--- src/rtl/fs_seq_pkg.sv ---
// Shared types and defaults for the frame-sync sequencer.
// Used by fs_sequencer, fs_seq_timer and fs_sequencer_if.
package fs_seq_pkg;

  localparam int unsigned NSLOT_DEFAULT     = 4;
  localparam int unsigned TO_CYCLES_DEFAULT = 255;
  localparam int unsigned FRAME_CNT_W       = 8;

  typedef enum logic [1:0] {
    ST_IDLE  = 2'd0,
    ST_CLEAR = 2'd1,
    ST_SLOT  = 2'd2,
    ST_XMIT  = 2'd3
  } fs_seq_state_e;

  // Width of the slot index: never narrower than one bit.
  function automatic int unsigned idx_width(input int unsigned n);
    return (n < 2) ? 1 : $clog2(n);
  endfunction

endpackage

--- src/rtl/fs_seq_timer.sv ---
// Watchdog for fs_sequencer: counts cycles spent waiting for a handshake
// and flags expiry when the wait reaches TO_CYCLES cycles.
module fs_seq_timer
  import fs_seq_pkg::*;
#(
  parameter int unsigned TO_CYCLES = TO_CYCLES_DEFAULT
) (
  input  logic clk,
  input  logic rst_n,
  input  logic wait_i,      // FSM is in a state awaiting a handshake
  input  logic progress_i,  // the awaited handshake arrived this cycle
  output logic expire_o
);

  localparam int unsigned CNT_W = (TO_CYCLES < 2) ? 1 : $clog2(TO_CYCLES);
  localparam logic [CNT_W-1:0] CNT_LAST = CNT_W'(TO_CYCLES - 1);

  logic [CNT_W-1:0] cnt_q;
  logic [CNT_W-1:0] cnt_d;

  // A handshake on the expiry edge wins, so progress masks expiry.
  assign expire_o = wait_i && !progress_i && (cnt_q == CNT_LAST);

  // Next count: restart on any progress, on leaving a wait state, or on expiry.
  always_comb begin
    cnt_d = cnt_q + CNT_W'(1);
    if (!wait_i || progress_i || expire_o) begin
      cnt_d = '0;
    end
  end

  // Count register.
  always_ff @(posedge clk or negedge rst_n) begin
    if (!rst_n) begin
      cnt_q <= '0;
    end else begin
      cnt_q <= cnt_d;
    end
  end

endmodule

--- src/rtl/fs_sequencer.sv ---
// Frame-sync sequencer: on fs, strobes a counter clear, walks NSLOT bit
// slots paced by ack, then requests transmission until senack.
// Optional watchdog compiled in with `define FS_SEQ_TIMEOUT_EN.
module fs_sequencer
  import fs_seq_pkg::*;
#(
  parameter  int unsigned NSLOT     = NSLOT_DEFAULT,
  parameter  int unsigned TO_CYCLES = TO_CYCLES_DEFAULT,
  localparam int unsigned IDX_W     = idx_width(NSLOT)
) (
  input  logic                   clk,
  input  logic                   reset,
  input  logic                   fs,
  input  logic                   ack,
  input  logic                   senack,
  output logic                   cclear,
  output logic [IDX_W-1:0]       slot_idx,
  output logic                   slot_valid,
  output logic                   dt,
  output logic                   busy,
  output logic [FRAME_CNT_W-1:0] frame_cnt,
  output logic                   err
);

  localparam logic [IDX_W-1:0] LAST_IDX = IDX_W'(NSLOT - 1);

  // Elaboration-time guard on parameter ranges.
  if (NSLOT < 2 || NSLOT > 256) begin : g_nslot_chk
    $error("fs_sequencer: NSLOT must be in 2..256");
  end
  if (TO_CYCLES < 1) begin : g_to_chk
    $error("fs_sequencer: TO_CYCLES must be at least 1");
  end

  fs_seq_state_e          state_q;
  logic                   cclear_q;
  logic                   slot_valid_q;
  logic [IDX_W-1:0]       slot_idx_q;
  logic                   dt_q;
  logic [FRAME_CNT_W-1:0] frame_cnt_q;

`ifdef FS_SEQ_TIMEOUT_EN
  logic err_q;
  logic waiting;
  logic progress;
  logic timeout;

  assign waiting  = (state_q == ST_SLOT) || (state_q == ST_XMIT);
  assign progress = ((state_q == ST_SLOT) && ack) || ((state_q == ST_XMIT) && senack);

  fs_seq_timer #(
    .TO_CYCLES (TO_CYCLES)
  ) u_timer (
    .clk        (clk),
    .rst_n      (reset),
    .wait_i     (waiting),
    .progress_i (progress),
    .expire_o   (timeout)
  );

  assign err = err_q;
`else
  assign err = 1'b0;
`endif

  // Sequencer FSM with all outputs registered alongside the state.
  always_ff @(posedge clk or negedge reset) begin
    if (!reset) begin
      state_q      <= ST_IDLE;
      cclear_q     <= 1'b0;
      slot_valid_q <= 1'b0;
      slot_idx_q   <= '0;
      dt_q         <= 1'b0;
      frame_cnt_q  <= '0;
`ifdef FS_SEQ_TIMEOUT_EN
      err_q        <= 1'b0;
`endif
    end else begin
      cclear_q <= 1'b0;
`ifdef FS_SEQ_TIMEOUT_EN
      err_q    <= 1'b0;
`endif
      case (state_q)
        ST_IDLE: begin
          if (fs) begin
            state_q  <= ST_CLEAR;
            cclear_q <= 1'b1;
          end
        end
        ST_CLEAR: begin
          state_q      <= ST_SLOT;
          slot_valid_q <= 1'b1;
          slot_idx_q   <= '0;
        end
        ST_SLOT: begin
          if (ack) begin
            if (slot_idx_q != LAST_IDX) begin
              slot_idx_q <= slot_idx_q + IDX_W'(1);
            end else begin
              state_q      <= ST_XMIT;
              slot_valid_q <= 1'b0;
              slot_idx_q   <= '0;
              dt_q         <= 1'b1;
            end
          end
`ifdef FS_SEQ_TIMEOUT_EN
          else if (timeout) begin
            state_q      <= ST_IDLE;
            slot_valid_q <= 1'b0;
            slot_idx_q   <= '0;
            err_q        <= 1'b1;
          end
`endif
        end
        ST_XMIT: begin
          if (senack) begin
            state_q     <= ST_IDLE;
            dt_q        <= 1'b0;
            frame_cnt_q <= frame_cnt_q + FRAME_CNT_W'(1);
          end
`ifdef FS_SEQ_TIMEOUT_EN
          else if (timeout) begin
            state_q <= ST_IDLE;
            dt_q    <= 1'b0;
            err_q   <= 1'b1;
          end
`endif
        end
        default: begin
          state_q      <= ST_IDLE;
          slot_valid_q <= 1'b0;
          slot_idx_q   <= '0;
          dt_q         <= 1'b0;
        end
      endcase
    end
  end

  assign cclear     = cclear_q;
  assign slot_valid = slot_valid_q;
  assign slot_idx   = slot_idx_q;
  assign dt         = dt_q;
  assign frame_cnt  = frame_cnt_q;
  assign busy       = (state_q != ST_IDLE);

endmodule

--- config.mk ---
export PLATFORM = sky130hd
export DESIGN_NAME = fs_sequencer
export DESIGN_NICKNAME = d
export VERILOG_FILES = /design/src/rtl/fs_seq_pkg.sv /design/src/rtl/fs_seq_timer.sv /design/src/rtl/fs_sequencer.sv
export SDC_FILE = /design/constraint.sdc
export NUM_CORES = 1
export LEC_CHECK = 0
export BUFFER_PORTS_ARGS = -buffer_cell sky130_fd_sc_hd__buf_2
export CAP_MARGIN = 20
export CORE_MARGIN = 10
export CORE_UTILIZATION = 50
export DETAILED_ROUTE_END_ITERATION = 8
export GPL_TIMING_DRIVEN = 0
export PLACE_DENSITY_LB_ADDON = 0.15
export RECOVER_POWER = 100
export SLEW_MARGIN = 20
export SYNTH_ARGS = -nofsm -noshare
export SYNTH_HDL_FRONTEND = slang
export SYNTH_SLANG_ARGS = --single-unit
--- constraint.sdc ---
create_clock -name clk -period 4.4 [get_ports clk]
set_input_delay 0.88 -clock clk [delete_from_list [all_inputs] [get_ports clk]]
set_output_delay 0.88 -clock clk [all_outputs]
set_load 0.005 [all_outputs]
==> flow_summary.toml <==
[status]
status = "finished clean"

[route]
dr_total_vias = 555
first_pass_iters = 4
vias_per_cell = 5.09
drt_iter0_drc = 19
wl_per_cell_um = 12.7
drc = 0
antenna_left = 0
routed_wl_um = 1380

[critical_path]
reg2regPathDepth = 5
start_kind = "register"
crit_fanout = 5
path_cells = "inv_1, ha_1, inv_1, clkbuf_1"
r2r_slack_ps = 2410
cp_common_cell = "inv_1"
r2r-start = "state_q[0]"
slowest_delay_ps = 410
path_buf_inv = 3
slowest_stage = "dfrtp_1"
path_class = "reg2out"
reg2reg_to = "state_q[1]"
endpoint_kind = "primary output"
crit_arrival_ps = 1190
crit_family = "flip-flops"
critPathRequiredTime_ps = 3520

[pwr]
vdd_drop_max_mv = 0.285
p_sw_share_pct = 37.9
power_frac_seq_pct = 43.0
power.total_w = 0.000511
powerDensity_nw_per_um2 = 566
cell_internal_pwr_w = 0.000317
switchingPower_w = 0.000194
power_leakage_nw = 0.444
p_clk_share_pct = 15.4
pwr-share-comb_pct = 41.5

[yosys]
synth_area_leaders = "dfrtp_1 (47%), ha_1 (13%), xnor2_1 (5.5%), nand2_1 (3.3%), mux2_2 (2.8%)"
yosysTopAreaCell = "dfrtp_1"
avgSynthCellArea_um2 = 11.2
synthDistinctLibCells = 28
synth_edf_count = 0
ys_seq_area_share_pct = 47.0
ys_async_sr_fraction_pct = 100
synthFlopType = "dfrtp_1"
netlist_instances = 71
synth_warnings = 0
synth_nets = 84
synth.top_cell.area_share_pct = 47.0
ys_ff_latch = 15
netlist_area_um2 = 798

[sta]
slew_headroom_pct = 47.6
skew_ps = 6.95
slew_violations = 0
period_share_pct = 46.9
fin_crit_ps = 2070
rsz0062_at_grt = "no"
max_freq_mhz = 484
setup_viol = 0
finalSetupTns_ps = 0
tightest_slew_ps = 786
hold_violations = 0

[finish]
final_common_cell = "dfrtp_1"
final_area_um2 = 902
diodes = 0
final_cell_mix = "dfrtp_1 (15), clkbuf_1 (13), ha_1 (8), nand2_1 (7)"
areaGrowthSynthToFinish_pct = 13.0
multiInputGateArea_um2 = 383
drive_gt1_share_pct = 12.9
fill_cells = 133
seqCellArea_um2 = 375
layout.nets = 107

[global_route]
grt_overflow_total = 0
met2_usage_pct = 14.7
grt_usage_pct = 8.90
grt_antenna_before_repair = 0
grt_pass1_wl_um = 2530
grt_busiest_layer = "met2"
grt_start_max_net_pins = 16
use_met1_pct = 10.1
first_global_vias = 579
met3_usage_pct = 3.60

[clock_network]
numCtsBuffers = 3
cts_hold_buffers = 0
clk_latency_ps = 280
cts_root_buffer = "clkbuf_4"
clkSinkCount = 15
clk_pin_slew_worst_paths_ps = 100
htree_levels = 1
cts_resized = 0
clockBufferDepth = 2
postCtsSetupBuffers = 0
cts_tree = "yes"

[job]
drv_cap = 0

[hold_path]
holdPathEnd = "frame_cnt[7]"
holdCritStartpoint = "frame_cnt[7]"
hold_path.class = "reg2reg"
hold_depth = 1

[placement]
placed_area_um2 = 908
gp_congestion = 0.768
dp_hpwl_um = 1140
portBuffers = 18

[floorplan]
die_h_um = 60.0
dieWidth_um = 60.0
core_area_um2 = 1510
rows = 14
dieArea_um2 = 3590
initial_core_util_pct = 53.0
io_pins = 20
## layout make-up
class	count	area share, %
timing repair buffer	18	8.18
clock inverter	1	0.555
sequential	15	41.6
buffer	1	0.832
inverter	4	1.66
clock buffer	3	2.50
multi-input combinational	51	42.4
tap	16	2.22
## worst register-to-register path: stages, from the launching register on
cell     delay, ps
dfrtp_1        380
inv_1          110
ha_1           280
and2b_1        220
nor4_1         510
mux2_1         380
## power groups by stage
stage | clock, W | combinational, W | sequential [W]
after global routing | 0.0000865 | 0.000252 | 0.000230
after floorplan | 0 | 0.000165 | 0.000221
after global placement | 0 | 0.000235 | 0.000221
final | 0.0000788 | 0.000212 | 0.000220
after CTS | 0.0000817 | 0.000244 | 0.000220
after detailed placement | 0 | 0.000243 | 0.000223
## per-layer routing
| metal | vias up | wire length [µm] | part of all wire, % |
|---|---|---|---|
| met2 | 15 | 670 | 49 |
| met3 | 0 | 128 | 9.3 |
| li1 | 280 | - | - |
| met5 | - | 0 | 0 |
| met1 | 260 | 582 | 42 |
| met4 | 0 | 0 | 0 |
## metrics by stage
step | cells | utilization, % | worst slack, ps | hold slack [ps]
6_report | 109 | 59.9 | 2330 | 472
5_1_grt | 109 | 59.9 | 2210 | 511
4_1_cts | 109 | 62.1 | 2310 | 477
3_5_place_dp | 105 | 60.3 | 2370 | 464
3_3_place_gp | 105 | 60.3 | 2410 | 457
2_1_floorplan | 71 | - | 2580 | 468
## kinds of logic after synthesis
kind of cell | synth area share (%)
AND/OR/NAND/NOR | 17.7
flip-flops | 47.0
adder cells (fa/ha/maj) | 12.5
AO/OA/AOI/OAI | 6.27
XOR/XNOR | 7.68
buffers and inverters | 2.82
multiplexers | 5.49
other | 0.470
## synthesized netlist by cell type, types with 2 or more instances
cell type,count
nand2b_1,2
o2bb2ai_1,2
dfrtp_1,15
inv_1,4
nor2_1,4
mux2_2,2
nor2b_1,3
xor2_1,2
xnor2_1,5
ha_1,8
nand2_1,7
## registers in the layout (all words and copies together), names as in the netlist
register	cells
state_q	2
cclear	1
dt	1
slot_idx	2
slot_valid	1
frame_cnt	8
## how the worst max path moves through the flow
stage | startpoint | endpoint | slack, ps | cells after the start
6_report | state_q[0] | busy | 2330 | 4
5_1_grt | state_q[0] | busy | 2210 | 4
4_1_cts | state_q[0] | busy | 2310 | 4
3_5_place_dp | ack | state_q[1] | 2370 | 4
3_3_place_gp | ack | state_q[1] | 2410 | 4
2_1_floorplan | ack | state_q[1] | 2580 | 3
(Power assumes the default switching activity.)
